**config.mk**
```make
export PLATFORM = sky130hd
export DESIGN_NAME = icache_fill_ctrl
export DESIGN_NICKNAME = d
export VERILOG_FILES = /design/src/rtl/icache_pkg.sv /design/src/rtl/icache_fill_ctrl_array.sv /design/src/rtl/icache_fill_ctrl.sv
export SDC_FILE = /design/constraint.sdc
export NUM_CORES = 2
export LEC_CHECK = 0
export BUFFER_PORTS_ARGS = -buffer_cell sky130_fd_sc_hd__buf_2
export CORE_MARGIN = 1
export CORE_UTILIZATION = 45
export CTS_CLUSTER_SIZE = 8
export DETAILED_ROUTE_END_ITERATION = 7
export PLACE_DENSITY_LB_ADDON = 0.2
export SLEW_MARGIN = 40
export SYNTH_ARGS = -nofsm -noshare
export SYNTH_HDL_FRONTEND = slang
export SYNTH_SLANG_ARGS = --single-unit
```
**constraint.sdc**
```tcl
create_clock -name clk -period 5.43 [get_ports clk]
set_input_delay 0.543 -clock clk [delete_from_list [all_inputs] [get_ports clk]]
set_output_delay 0.543 -clock clk [all_outputs]
set_load 0.005 [all_outputs]
```
**src/rtl/icache_pkg.sv**
```systemverilog
// icache_pkg: shared types and width helpers for the instruction-cache fill
// controller and its line storage.
//   state_t - fill controller states (IDLE, REQ, WAIT)
//   line_t  - one cache line {valid, tag, data}; the tag field is sized for
//             the smallest legal index width and holds zero-extended tags
package icache_pkg;

    localparam int unsigned ADDR_W    = 32;
    localparam int unsigned DATA_W    = 32;
    // Smallest index width is 1 bit (NUM_LINES = 2), giving the widest tag.
    localparam int unsigned TAG_W_MAX = ADDR_W - 2 - 1;

    typedef enum logic [1:0] {
        IDLE = 2'd0,
        REQ  = 2'd1,
        WAIT = 2'd2
    } state_t;

    typedef struct packed {
        logic                 valid;
        logic [TAG_W_MAX-1:0] tag;
        logic [DATA_W-1:0]    data;
    } line_t;

    function automatic int unsigned idx_bits(input int unsigned num_lines);
        return $clog2(num_lines);
    endfunction

    function automatic int unsigned tag_bits(input int unsigned num_lines);
        return ADDR_W - 2 - $clog2(num_lines);
    endfunction

endpackage

```
**src/rtl/icache_fill_ctrl_array.sv**
```systemverilog
// icache_array: direct-mapped line storage, one word per line.
//   clk, rst      - clock; asynchronous active-high reset clears valid bits
//   i_flash_clr   - synchronous clear of every valid bit (beats a write)
//   i_rd_idx      - combinational read index
//   o_rd_line     - line at i_rd_idx
//   i_wr_en       - write tag/data at i_wr_idx and mark the line valid
//   i_wr_idx, i_wr_tag, i_wr_data - write port contents
module icache_array
    import icache_pkg::*;
#(
    parameter int unsigned NUM_LINES = 32,
    parameter int unsigned IDX_BITS  = $clog2(NUM_LINES)
) (
    input  logic                 clk,
    input  logic                 rst,
    input  logic                 i_flash_clr,
    input  logic [IDX_BITS-1:0]  i_rd_idx,
    output line_t                o_rd_line,
    input  logic                 i_wr_en,
    input  logic [IDX_BITS-1:0]  i_wr_idx,
    input  logic [TAG_W_MAX-1:0] i_wr_tag,
    input  logic [DATA_W-1:0]    i_wr_data
);

    logic [NUM_LINES-1:0] r_valid;
    logic [TAG_W_MAX-1:0] r_tag  [NUM_LINES];
    logic [DATA_W-1:0]    r_data [NUM_LINES];

    always_ff @(posedge clk or posedge rst) begin
        if (rst) begin
            r_valid <= '0;
        end else if (i_flash_clr) begin
            r_valid <= '0;
        end else if (i_wr_en) begin
            r_valid[i_wr_idx] <= 1'b1;
        end
    end

    // Tag/data need no reset: they are only observed through r_valid.
    always_ff @(posedge clk) begin
        if (i_wr_en) begin
            r_tag[i_wr_idx]  <= i_wr_tag;
            r_data[i_wr_idx] <= i_wr_data;
        end
    end

    always_comb begin
        o_rd_line       = '0;
        o_rd_line.valid = r_valid[i_rd_idx];
        o_rd_line.tag   = r_tag[i_rd_idx];
        o_rd_line.data  = r_data[i_rd_idx];
    end

endmodule

```
**src/rtl/icache_fill_ctrl.sv**
```systemverilog
// icache_fill_ctrl: instruction-side cache responder for the fetch stage.
// Hits return the word combinationally; misses run a req/ack/response fill
// to backing memory and forward the returned word when the fetch address
// still matches.
//   clk, rst                          - clock, async active-high reset
//   proc2Imem_addr                    - fetch address (bits [1:0] ignored)
//   Imem2proc_data / Imem2proc_valid  - instruction word and its valid flag
//   invalidate                        - synchronous flush of all lines
//   proc2mem_req / proc2mem_addr      - miss request, held until ack
//   mem2proc_ack                      - memory accepted the request
//   mem2proc_data / mem2proc_valid    - fill response (honoured in WAIT)
module icache_fill_ctrl
    import icache_pkg::*;
#(
    parameter int unsigned NUM_LINES = 32,
    parameter int unsigned IDX_BITS  = $clog2(NUM_LINES)
) (
    input  logic        clk,
    input  logic        rst,
    input  logic [31:0] proc2Imem_addr,
    output logic [31:0] Imem2proc_data,
    output logic        Imem2proc_valid,
    input  logic        invalidate,
    output logic        proc2mem_req,
    output logic [31:0] proc2mem_addr,
    input  logic        mem2proc_ack,
    input  logic [31:0] mem2proc_data,
    input  logic        mem2proc_valid
);

    localparam int unsigned TAG_BITS = tag_bits(NUM_LINES);

    state_t               r_state;
    logic                 r_req;
    logic [31:0]          r_miss_addr;
    logic                 r_drop;

    logic [31:0]          w_fetch_aligned;
    logic [IDX_BITS-1:0]  w_rd_idx;
    logic [TAG_W_MAX-1:0] w_rd_tag;
    logic [IDX_BITS-1:0]  w_wr_idx;
    logic [TAG_W_MAX-1:0] w_wr_tag;
    line_t                w_rd_line;
    logic                 w_hit;
    logic                 w_fwd;
    logic                 w_fill_done;
    logic                 w_fill_we;
    logic                 w_unused_lsb;

    assign w_unused_lsb    = ^proc2Imem_addr[1:0];
    assign w_fetch_aligned = {proc2Imem_addr[31:2], 2'b00};
    assign w_rd_idx        = proc2Imem_addr[IDX_BITS+1:2];
    assign w_wr_idx        = r_miss_addr[IDX_BITS+1:2];

    always_comb begin
        w_rd_tag = '0;
        w_rd_tag[TAG_BITS-1:0] = proc2Imem_addr[31:IDX_BITS+2];
        w_wr_tag = '0;
        w_wr_tag[TAG_BITS-1:0] = r_miss_addr[31:IDX_BITS+2];
    end

    icache_array #(
        .NUM_LINES (NUM_LINES),
        .IDX_BITS  (IDX_BITS)
    ) u_array (
        .clk         (clk),
        .rst         (rst),
        .i_flash_clr (invalidate),
        .i_rd_idx    (w_rd_idx),
        .o_rd_line   (w_rd_line),
        .i_wr_en     (w_fill_we),
        .i_wr_idx    (w_wr_idx),
        .i_wr_tag    (w_wr_tag),
        .i_wr_data   (mem2proc_data)
    );

    assign w_hit       = w_rd_line.valid && (w_rd_line.tag == w_rd_tag);
    assign w_fill_done = (r_state == WAIT) && mem2proc_valid;
    assign w_fwd       = w_fill_done && (w_fetch_aligned == r_miss_addr);
    // A flush pending (r_drop) or arriving this cycle suppresses the install.
    assign w_fill_we   = w_fill_done && !r_drop && !invalidate;

    always_comb begin
        Imem2proc_valid = w_hit || w_fwd;
        Imem2proc_data  = '0;
        if (w_hit) begin
            Imem2proc_data = w_rd_line.data;
        end else if (w_fwd) begin
            Imem2proc_data = mem2proc_data;
        end
    end

    // The miss address register doubles as proc2mem_addr: it only changes
    // when a new miss is launched, so it is stable for the whole request.
    assign proc2mem_req  = r_req;
    assign proc2mem_addr = r_miss_addr;

    always_ff @(posedge clk or posedge rst) begin
        if (rst) begin
            r_state     <= IDLE;
            r_req       <= 1'b0;
            r_miss_addr <= '0;
            r_drop      <= 1'b0;
        end else begin
            case (r_state)
                IDLE: begin
                    if (!w_hit) begin
                        r_miss_addr <= w_fetch_aligned;
                        r_req       <= 1'b1;
                        r_state     <= REQ;
                    end
                end
                REQ: begin
                    if (invalidate) begin
                        r_drop <= 1'b1;
                    end
                    if (mem2proc_ack) begin
                        r_req   <= 1'b0;
                        r_state <= WAIT;
                    end
                end
                WAIT: begin
                    if (mem2proc_valid) begin
                        r_drop  <= 1'b0;
                        r_state <= IDLE;
                    end else if (invalidate) begin
                        r_drop <= 1'b1;
                    end
                end
                default: begin
                    r_req   <= 1'b0;
                    r_state <= IDLE;
                end
            endcase
        end
    end

endmodule

```
==> flow_summary.toml <==
[synthesis]
synth.cells.most_frequent = "1824 x edfxtp_1, 459 x mux4_2, 233 x mux2i_1"
synth_top_area_share = 0.7432
syn_area_per_cell_um2 = 22.17
synth_edf_count = 1824
synth_area_leaders = "edfxtp_1 74%, mux4_2 14%, mux2i_1 3.2%, dfrtp_1 2.2%, mux2_2 0.50%"
yosys_warnings = 0
synth_cell_types = 67
synth_area_mm2 = 0.07370
synthArstFlopShare = 0.03492
synth-seq-cells = 1890
syn_inst = 3324
yosysMostFrequentCell = "edfxtp_1"
synth_ff_type = "edfxtp_1"
yosys.area.top_type = "edfxtp_1"
synth.yosys.seq_area_share = 0.7656

[clock_network]
cts_tree = "built"
cts-root-buf = "clkbuf_16"
clkTransAtPathRegs_ns = 0.05
clock-sinks = 1890
cts-htree-levels = 5
cts_buffer_depth = 4
clk_latency_ns = 0.88
cts_buffers = 287

[setup_path]
worst-setup-path-type = "flop to output pin"
crit_path_cell_trace = "nor2b_1, a2111oi_1, a221oi_1, a21oi_1, o21ai_0, buf_4, xor2_1, or4_1, or4_4, buf_12, buf_12, mux2i_1, buf_2"
cp-end-kind = "output pin"
crit_path_top_delay_cell = "or4_1"
r2r_start = "u_array.r_tag[21][19]"
r2r_cells = 10
cp.arrival_ns = 4.62
critical-path-max-stage-delay_ns = 0.52
critPathLaunchType = "flop"
r2r-end = "proc2mem_addr[23]"
cp_num_buf_inv = 4
required_ns = 4.89
cp_top_family = "compound AO/OA/AOI/OAI gates"
critPathMaxFanout = 11
r2r_slack_ns = 1.58
cpMostUsedCell = "buf_12"

[finish]
finalInstanceArea_mm2 = 0.08656
seqCellArea_mm2 = 0.05643
drive_above_1_share = 0.3102
fill_cells = 12570
layout.nets = 3872
multi_input_area_mm2 = 0.01645
synthToLayoutAreaGrowth_pct = 17.45

[global_routing]
use_met2 = 0.3799
grt_overflow_total = 0
track_usage = 0.2425
grt_pass1_vias = 36900
top_usage_layer = "met2"
grt_max_degree = 67
grt_pass1_wl_um = 277500
use_met1 = 0.3482
grt.met3_usage = 0.04207
grt_antenna_before_repair = 4

[pwr]
vdd_drop_max_mv = 0.3481
p_seq_frac = 0.482
p_clk_frac = 0.427
p_int_uw = 27780
power_leakage_uw = 0.02844
p_sw_frac = 0.2254
power.density_mw_per_mm2 = 414.2
p_comb_frac = 0.090
switching_power_uw = 8080

[run_status]
outcome = "completed"

[sta]
relSlewSlack = 0.4093
rsz0062_at_grt = "no"
hold_ws_ns = 0.05194
period_minus_slack_ns = 5.160
worstMarginPinSlew_ns = 0.8839
setup_viol = 0
finalSetupTns_ns = 0
period_share = 0.9502
clock_skew_ns = 0.04658
hold_viol = 0
slew_violations = 0
fmax_mhz = 193.8

[worst_hold_path]
whs_endpoint = "proc2mem_addr[10]"
min_delay_path_depth = 2
worstHoldStart = "proc2Imem_addr[10]"
min_path_type = "input port to flop"

[die]
dieArea_mm2 = 0.1654
start_util = 0.4533
die_height_um = 406.7
fp-row-count = 148
die_w_um = 406.7
core_mm2 = 0.1626
io_pins = 135

[drt]
ant_nets = 0
vias_per_cell = 6.105
drcViolationCount = 0
drt_iter0_drc = 4642
wire_per_inst_um = 33.06
num_vias = 36770
wl_um = 199100
first_pass_iters = 5

[placed_design]
placed_area_mm2 = 0.07875
hpwl_um = 104100
routabilityCongestion = 0.8047
io_buffer_count = 130

[job]
maxCapViolCount = 0
## power by group through the flow
stage                     registers (µW)  logic [µW]  clock network (µW)
after floorplan                    18000        1270                   0
after global placement             17500        3160                   0
after detailed placement           17600        3240                   0
after CTS                          17300        3250               15600
after global routing               17300        3450               16100
final                              17300        3240               15300
## cells by family (layout without fill, tap and decap cells)
logic type,count (synthesis),after routing,share of synthesized area
flops,1890,1890,0.7656
mux,729,729,0.1782
simple gates,236,236,0.01558
buf+inv,224,745,0.01489
compound gates,188,188,0.01888
xor+xnor,52,52,0.006179
fa+ha+maj,4,4,0.0006791
other cells,1,3,0.00005088
## flip-flops by register name (all words and copies together) (netlist names)
| register | cells |
|---|---|
| proc2mem_req | 1 |
| r_state | 2 |
| u_array.r_valid | 32 |
| u_array.r_data | 1024 |
| u_array.r_tag | 800 |
| r_drop | 1 |
| proc2mem_addr | 30 |
## worst max path at each step
stage / slack (ns) / cells after the start / from / end
6_report: 0.27 / 13 / u_array.r_tag[21][17] / Imem2proc_data[13]
5_1_grt: 0.11 / 12 / u_array.r_tag[20][9] / Imem2proc_data[13]
2_1_floorplan: 1.07 / 6 / invalidate / u_array.r_data[28][0]
4_1_cts: 0.03 / 10 / u_array.r_tag[13][2] / Imem2proc_data[13]
3_3_place_gp: 0.13 / 13 / proc2Imem_addr[5] / Imem2proc_data[13]
3_5_place_dp: 0.20 / 13 / proc2Imem_addr[5] / Imem2proc_data[13]
## area by class of cell
| cell class | instances | area share |
|---|---|---|
| Tap cell | 2175 | 0.03144 |
| Inverter | 42 | 0.001922 |
| Clock buffer | 331 | 0.08733 |
| Sequential cell | 1890 | 0.6519 |
| Antenna cell | 1 | 0.00002891 |
| Clock inverter | 5 | 0.0004336 |
| Timing Repair Buffer | 367 | 0.03697 |
| Multi-Input combinational cell | 1211 | 0.1900 |
## through the flow
step / std cells / setup slack [ns] / power [µW] / utilization
2_1_floorplan: 3325 / 1.067 / 19250 / -
5_1_grt: 6021 / 0.1061 / 36870 / 0.5324
3_3_place_gp: 5661 / 0.1311 / 20710 / 0.4834
4_1_cts: 6019 / 0.02848 / 36120 / 0.5321
6_report: 6022 / 0.2703 / 35860 / 0.5324
3_5_place_dp: 5666 / 0.1991 / 20790 / 0.4844
## layout by cell type, fill, tap and decap left out, drive strengths merged, types with 24 or more instances in the layout
cell / instances
a221oi: 30
a22oi: 40
buf: 350
clkbuf: 331
dfrtp: 66
edfxtp: 1824
inv: 42
mux2: 34
mux2i: 233
mux4: 462
nand2: 72
nor2: 59
o22ai: 37
xnor2: 24
xor2: 28
## layer usage
layer	up-vias	share of wire
met4	6	0.028
met3	365	0.070
met1	19870	0.42
met5	-	0.00019
li1	14870	-
met2	1650	0.48
## what timing repair did
item | CTS | global route
endpoints found under the hold margin | 82 | 0
setup endpoints to repair | 1 | 1
pin swaps | 0 | 1
gates resized for setup | 1 | 0
buffers inserted | 0 | 1
hold buffers | 17 | 0
No activity file was read; power rests on OpenSTA's default activity.
